--- config.mk ---
export PLATFORM = sky130hd
export DESIGN_NAME = hc_sched
export DESIGN_NICKNAME = d
export VERILOG_FILES = /design/src/rtl/hc_sched.sv
export SDC_FILE = /design/constraint.sdc
export NUM_CORES = 1
export LEC_CHECK = 0
export BUFFER_PORTS_ARGS = -buffer_cell sky130_fd_sc_hd__buf_2
export CORE_ASPECT_RATIO = 0.7
export CORE_MARGIN = 4
export CORE_UTILIZATION = 52
export CTS_CLUSTER_DIAMETER = 100
export DETAILED_ROUTE_END_ITERATION = 6
export PLACE_DENSITY_LB_ADDON = 0.3
export SLEW_MARGIN = 20
export SYNTH_ARGS = -nofsm -noshare
export SYNTH_HDL_FRONTEND = slang
export SYNTH_SLANG_ARGS = --single-unit
--- constraint.sdc ---
create_clock -name clk -period 2.03 [get_ports clk]
set_input_delay 0 -clock clk [delete_from_list [all_inputs] [get_ports clk]]
set_output_delay 0 -clock clk [all_outputs]
set_load 0.005 [all_outputs]
--- src/rtl/hc_sched.sv ---
// Control sequencer for an HC-128 style keystream core: key/IV load, W expansion,
// 1024-step table initialisation, then one cipher step per keystream request.
module hc_sched #(
  parameter int STEP_CYCLES = 2
) (
  input  logic        clk,
  input  logic        reset,
  input  logic        init,
  input  logic        next,
  output logic        ready,
  output logic        load_we,
  output logic        expand_we,
  output logic [10:0] expand_idx,
  output logic        update,
  output logic        init_mode,
  output logic        table_sel,
  output logic [8:0]  j,
  output logic [8:0]  addr_m3,
  output logic [8:0]  addr_m10,
  output logic [8:0]  addr_m12,
  output logic [8:0]  addr_p1,
  output logic        tbl_we,
  output logic        s_we,
  output logic        s_valid
);

  localparam logic [2:0] S_IDLE     = 3'd0;
  localparam logic [2:0] S_LOAD     = 3'd1;
  localparam logic [2:0] S_EXPAND   = 3'd2;
  localparam logic [2:0] S_INIT_RUN = 3'd3;
  localparam logic [2:0] S_READY    = 3'd4;
  localparam logic [2:0] S_GEN      = 3'd5;

  localparam logic [1:0]  SUB_LAST     = 2'(STEP_CYCLES - 1);
  localparam logic [10:0] LOAD_LAST    = 11'd15;
  localparam logic [10:0] EXPAND_LAST  = 11'd1279;
  localparam logic [9:0]  STEP_LAST    = 10'd1023;

  logic [2:0]  state_q, state_d;
  logic [10:0] idx_q, idx_d;
  logic [9:0]  i_q, i_d;
  logic [1:0]  sub_q, sub_d;
  logic        s_valid_q, s_valid_d;
  logic        step_last;
  logic        stepping;
  logic        abort;
  logic [8:0]  j_raw;

  assign step_last = (sub_q == SUB_LAST);
  assign stepping  = (state_q == S_INIT_RUN) || (state_q == S_GEN);
  assign abort     = init | reset;

  always_comb begin
    state_d   = state_q;
    idx_d     = idx_q;
    i_d       = i_q;
    sub_d     = sub_q;
    s_valid_d = s_valid_q;
    // init restarts the whole key schedule from any state, and beats next
    if (init) begin
      state_d   = S_LOAD;
      idx_d     = '0;
      i_d       = '0;
      sub_d     = '0;
      s_valid_d = 1'b0;
    end else begin
      case (state_q)
        S_IDLE: ;
        S_LOAD: begin
          idx_d = idx_q + 11'd1;
          if (idx_q == LOAD_LAST) state_d = S_EXPAND;
        end
        S_EXPAND: begin
          if (idx_q == EXPAND_LAST) begin
            state_d = S_INIT_RUN;
            idx_d   = '0;
            i_d     = '0;
            sub_d   = '0;
          end else begin
            idx_d = idx_q + 11'd1;
          end
        end
        S_INIT_RUN: begin
          if (step_last) begin
            sub_d = '0;
            i_d   = i_q + 10'd1;
            if (i_q == STEP_LAST) state_d = S_READY;
          end else begin
            sub_d = sub_q + 2'd1;
          end
        end
        S_READY: begin
          if (next) begin
            state_d   = S_GEN;
            sub_d     = '0;
            s_valid_d = 1'b0;
          end
        end
        S_GEN: begin
          if (step_last) begin
            sub_d     = '0;
            i_d       = i_q + 10'd1;
            state_d   = S_READY;
            s_valid_d = 1'b1;
          end else begin
            sub_d = sub_q + 2'd1;
          end
        end
        default: state_d = S_IDLE;
      endcase
    end
  end

  always_ff @(posedge clk) begin
    if (reset) begin
      state_q   <= S_IDLE;
      idx_q     <= '0;
      i_q       <= '0;
      sub_q     <= '0;
      s_valid_q <= 1'b0;
    end else begin
      state_q   <= state_d;
      idx_q     <= idx_d;
      i_q       <= i_d;
      sub_q     <= sub_d;
      s_valid_q <= s_valid_d;
    end
  end

  // Step addressing is only driven while a step runs; 9-bit arithmetic gives the mod-512 wrap
  assign j_raw      = i_q[8:0];
  assign ready      = (state_q == S_READY);
  assign load_we    = (state_q == S_LOAD);
  assign expand_we  = (state_q == S_EXPAND);
  assign expand_idx = (load_we || expand_we) ? idx_q : 11'd0;
  assign update     = stepping;
  assign init_mode  = (state_q == S_INIT_RUN);
  assign table_sel  = stepping & i_q[9];
  assign j          = stepping ? j_raw : 9'd0;
  assign addr_m3    = stepping ? (j_raw - 9'd3)  : 9'd0;
  assign addr_m10   = stepping ? (j_raw - 9'd10) : 9'd0;
  assign addr_m12   = stepping ? (j_raw - 9'd12) : 9'd0;
  assign addr_p1    = stepping ? (j_raw + 9'd1)  : 9'd0;
  assign tbl_we     = stepping & step_last & ~abort;
  assign s_we       = (state_q == S_GEN) & step_last & ~abort;
  assign s_valid    = s_valid_q;

endmodule

==> metrics <==
Starting Density 54.7%; PortBufs 68; Worst-path clk slew 0.09 ns; crit path kind reg -> out; syn_nets 309; Setup Fix Bufs, Post-CTS 0; wirelength, routed 5.72 mm; CP Capture Type primary output; Synth top area share 24.7%; FF+latch count, synth 27; M1 wire length 2.82 mm; Vias/cell 5.40; max cap viols 0; mux cell area share after synthesis 2.80%; H-tree depth 1; Final Slew Violations 0; DIE AREA 0.00532 mm²; total gr overflow 0; Post-Place Cells 404; FF-to-FF path depth 5; number of global-route vias before repair 1959; hpwl dp 4.42 mm; flop2flop setup slack 0.28 ns; CP Launch Point i_q[1]; setup violators final 0; initial drt markers 176; worst reg2reg startpoint i_q[0]; part of the cycle the worst path needs 91.8%; initial antenna violation count 0; unique cell type count in the Yosys netlist 46; Mapped Area 0.00219 mm²; post-synthesis compound-gate area fraction 9.50%; Post-route DRC 0; Syn Area/Cell 7.38 µm²; Relative slew margins 65.0%; ys flop type dfxtp_1; met3 WL 508 µm; Hold Crit Class in -> reg; worst-path maximum fanout 8; WP data required 2.03 ns; cts bufs inserted 3; CTS Sinks 27; RSZ-0062 raised after global routing false; total track usage 22.0%; peak supply drop 0.000234 V; Least-Margin Pin Slew 0.524 ns; CP arrival 1.86 ns; final hold violation count 0; main combinational cell family by area after synthesis simple AND/OR/NAND/NOR gates; CTS Root Buffer Type clkbuf_8; I/O pin cnt 69; layout cell share with drive strength beyond 1 28.3%; status finished clean; global-route wire length before repair 9.76 mm; Die Span X 85.5 µm; Setup TNS 0 ns; crit path to addr_p1[7]; area leader, netlist dfxtp_1; Layout fillers 367; TritonRoute pass-1 iters 4; Leakage 1.34 nW; via count 2208; async set-reset flop share out of synthesis 0%; Adder-Cell Fraction of Synth Area 5.15%; Worst Skew 0.00237 ns; synthesis-to-finish area growth 20.7%; Post-synth EDFFs 0; WL/cell 14.0 µm; Post-Synth XOR/XNOR Area 14.3%; fin crit period 1.86 ns; r2r endpoint state_q[1]; layout net count 371; Syn Inst Count 296; Startpoint Class register; Max Used Layer met3; Post-Synth Simple-Gate Area 36.7%; clk_lat worst skew 0.27 ns; Post-Layout Cell Count 409; antenna fix cells 0; core area 0.00399 mm²; Vert. Die Dim 62.2 µm; largest cells by area after synthesis dfxtp_1 25%, nor2_1 11%, xor2_1 8.4%; CTS tree done; synth warn 0; pin count of the biggest net entering global routing 30; PwrDens 343 mW/mm²; post-synthesis sequential area ratio 24.7%; clock buffer depth 2; GPL Wtd Cong 0.958; f_max 537 MHz; DRT antenna net count 0; row count 19; metal2 WL 2.40 mm
==> state kept, by name (all words and copies together), names as in the netlist <==
name	cells
i_q	10
sub_q	2
idx_q	11
state_q	3
s_valid	1
==> synthesized netlist by cell type (all sizes together) (7+ instances only) <==
master / instances
and2: 13
ha: 9
clkbuf: 8
and3: 15
nand4: 7
o21ai: 10
buf: 17
dfxtp: 27
xnor2: 12
nand2: 22
nand3: 12
a21oi: 14
nor2: 62
xor2: 22
==> routing by layer <==
metal | global-route usage, % | vias up
met2 | 31.7 | 82
met3 | 5.02 | 0
met5 | 0 | -
li1 | - | 1113
met1 | 34.4 | 1013
met4 | 0.988 | 0
==> cell type report <==
type | instances | area (µm²) | share of cell area [%]
repair buffers | 82 | 448 | 17.0
inverters | 5 | 18.8 | 0.712
flip-flops and latches | 27 | 546 | 20.7
clock buffers | 4 | 45.0 | 1.71
multi-input cells | 239 | 1520 | 57.4
well taps | 52 | 65.1 | 2.47
==> what timing repair did <==
item	CTS	global route
hold endpoints to repair	1	0
pin swaps	0	0
hold buffers	1	0
setup endpoints to repair	5	13
gates cloned	0	0
resized for setup	4	7
==> placed cells by master, fill, tap and decap left out, types with 3 or more instances in the layout <==
cell type and count:
a21oi_1 13, and2_1 13, and3_1 15, buf_2 68
buf_4 13, clkbuf_8 3, dfxtp_1 25, ha_1 9
inv_1 4, mux2i_1 5, nand2_1 21, nand2b_1 4
nand3_1 12, nand4_1 6, nor2_1 61, nor2b_1 5
o21ai_0 10, xnor2_1 11, xor2_1 21
==> worst max-delay path, stage by stage (launching register included) <==
cell,delay [ns]
dfxtp_1,0.52
ha_1,0.27
nand3_1,0.11
or3_1,0.37
a21oi_1,0.18
buf_2,0.15
==> stage by stage <==
| stage | instance area [µm²] | power (mW) | utilization, % | setup slack (ns) | hold slack, ns |
|---|---|---|---|---|---|
| finish | 2640 | 0.906 | 66.0 | 0.166 | 0.0587 |
| global route | 2640 | 0.951 | 66.0 | 0.0300 | 0.0743 |
| CTS | 2620 | 0.916 | 65.6 | 0.0407 | 0.0426 |
| detailed placement | 2560 | 0.619 | 64.1 | 0.185 | 0.203 |
| global placement | 2560 | 0.618 | 64.1 | 0.131 | 0.201 |
| floorplan | 2190 | 0.596 | - | 0.484 | 0.0721 |
==> cells by family after synthesis <==
kind of cell / Yosys count
AND/OR/NAND/NOR: 155
AO/OA/AOI/OAI: 35
XOR/XNOR: 34
buffers and inverters: 30
flip-flops: 27
adder cells (fa/ha/maj): 9
multiplexers: 6
==> report_power, final <==
group	internal, mW	leakage [nW]	switching, mW
clock network	0.140	0.0228	0.157
logic	0.0260	1.10	0.0457
registers	0.531	0.219	0.00608
total	0.697	1.34	0.208
==> worst min-delay path by stage <==
stage | start | end | slack [ns] | cells after the start
detailed placement | reset | state_q[0] | 0.20 | 2
finish | next | s_valid | 0.06 | 4
global placement | reset | state_q[0] | 0.20 | 2
CTS | next | s_valid | 0.04 | 4
floorplan | reset | state_q[0] | 0.07 | 1
global route | next | s_valid | 0.07 | 4
Power figures use the tool's default switching activity.
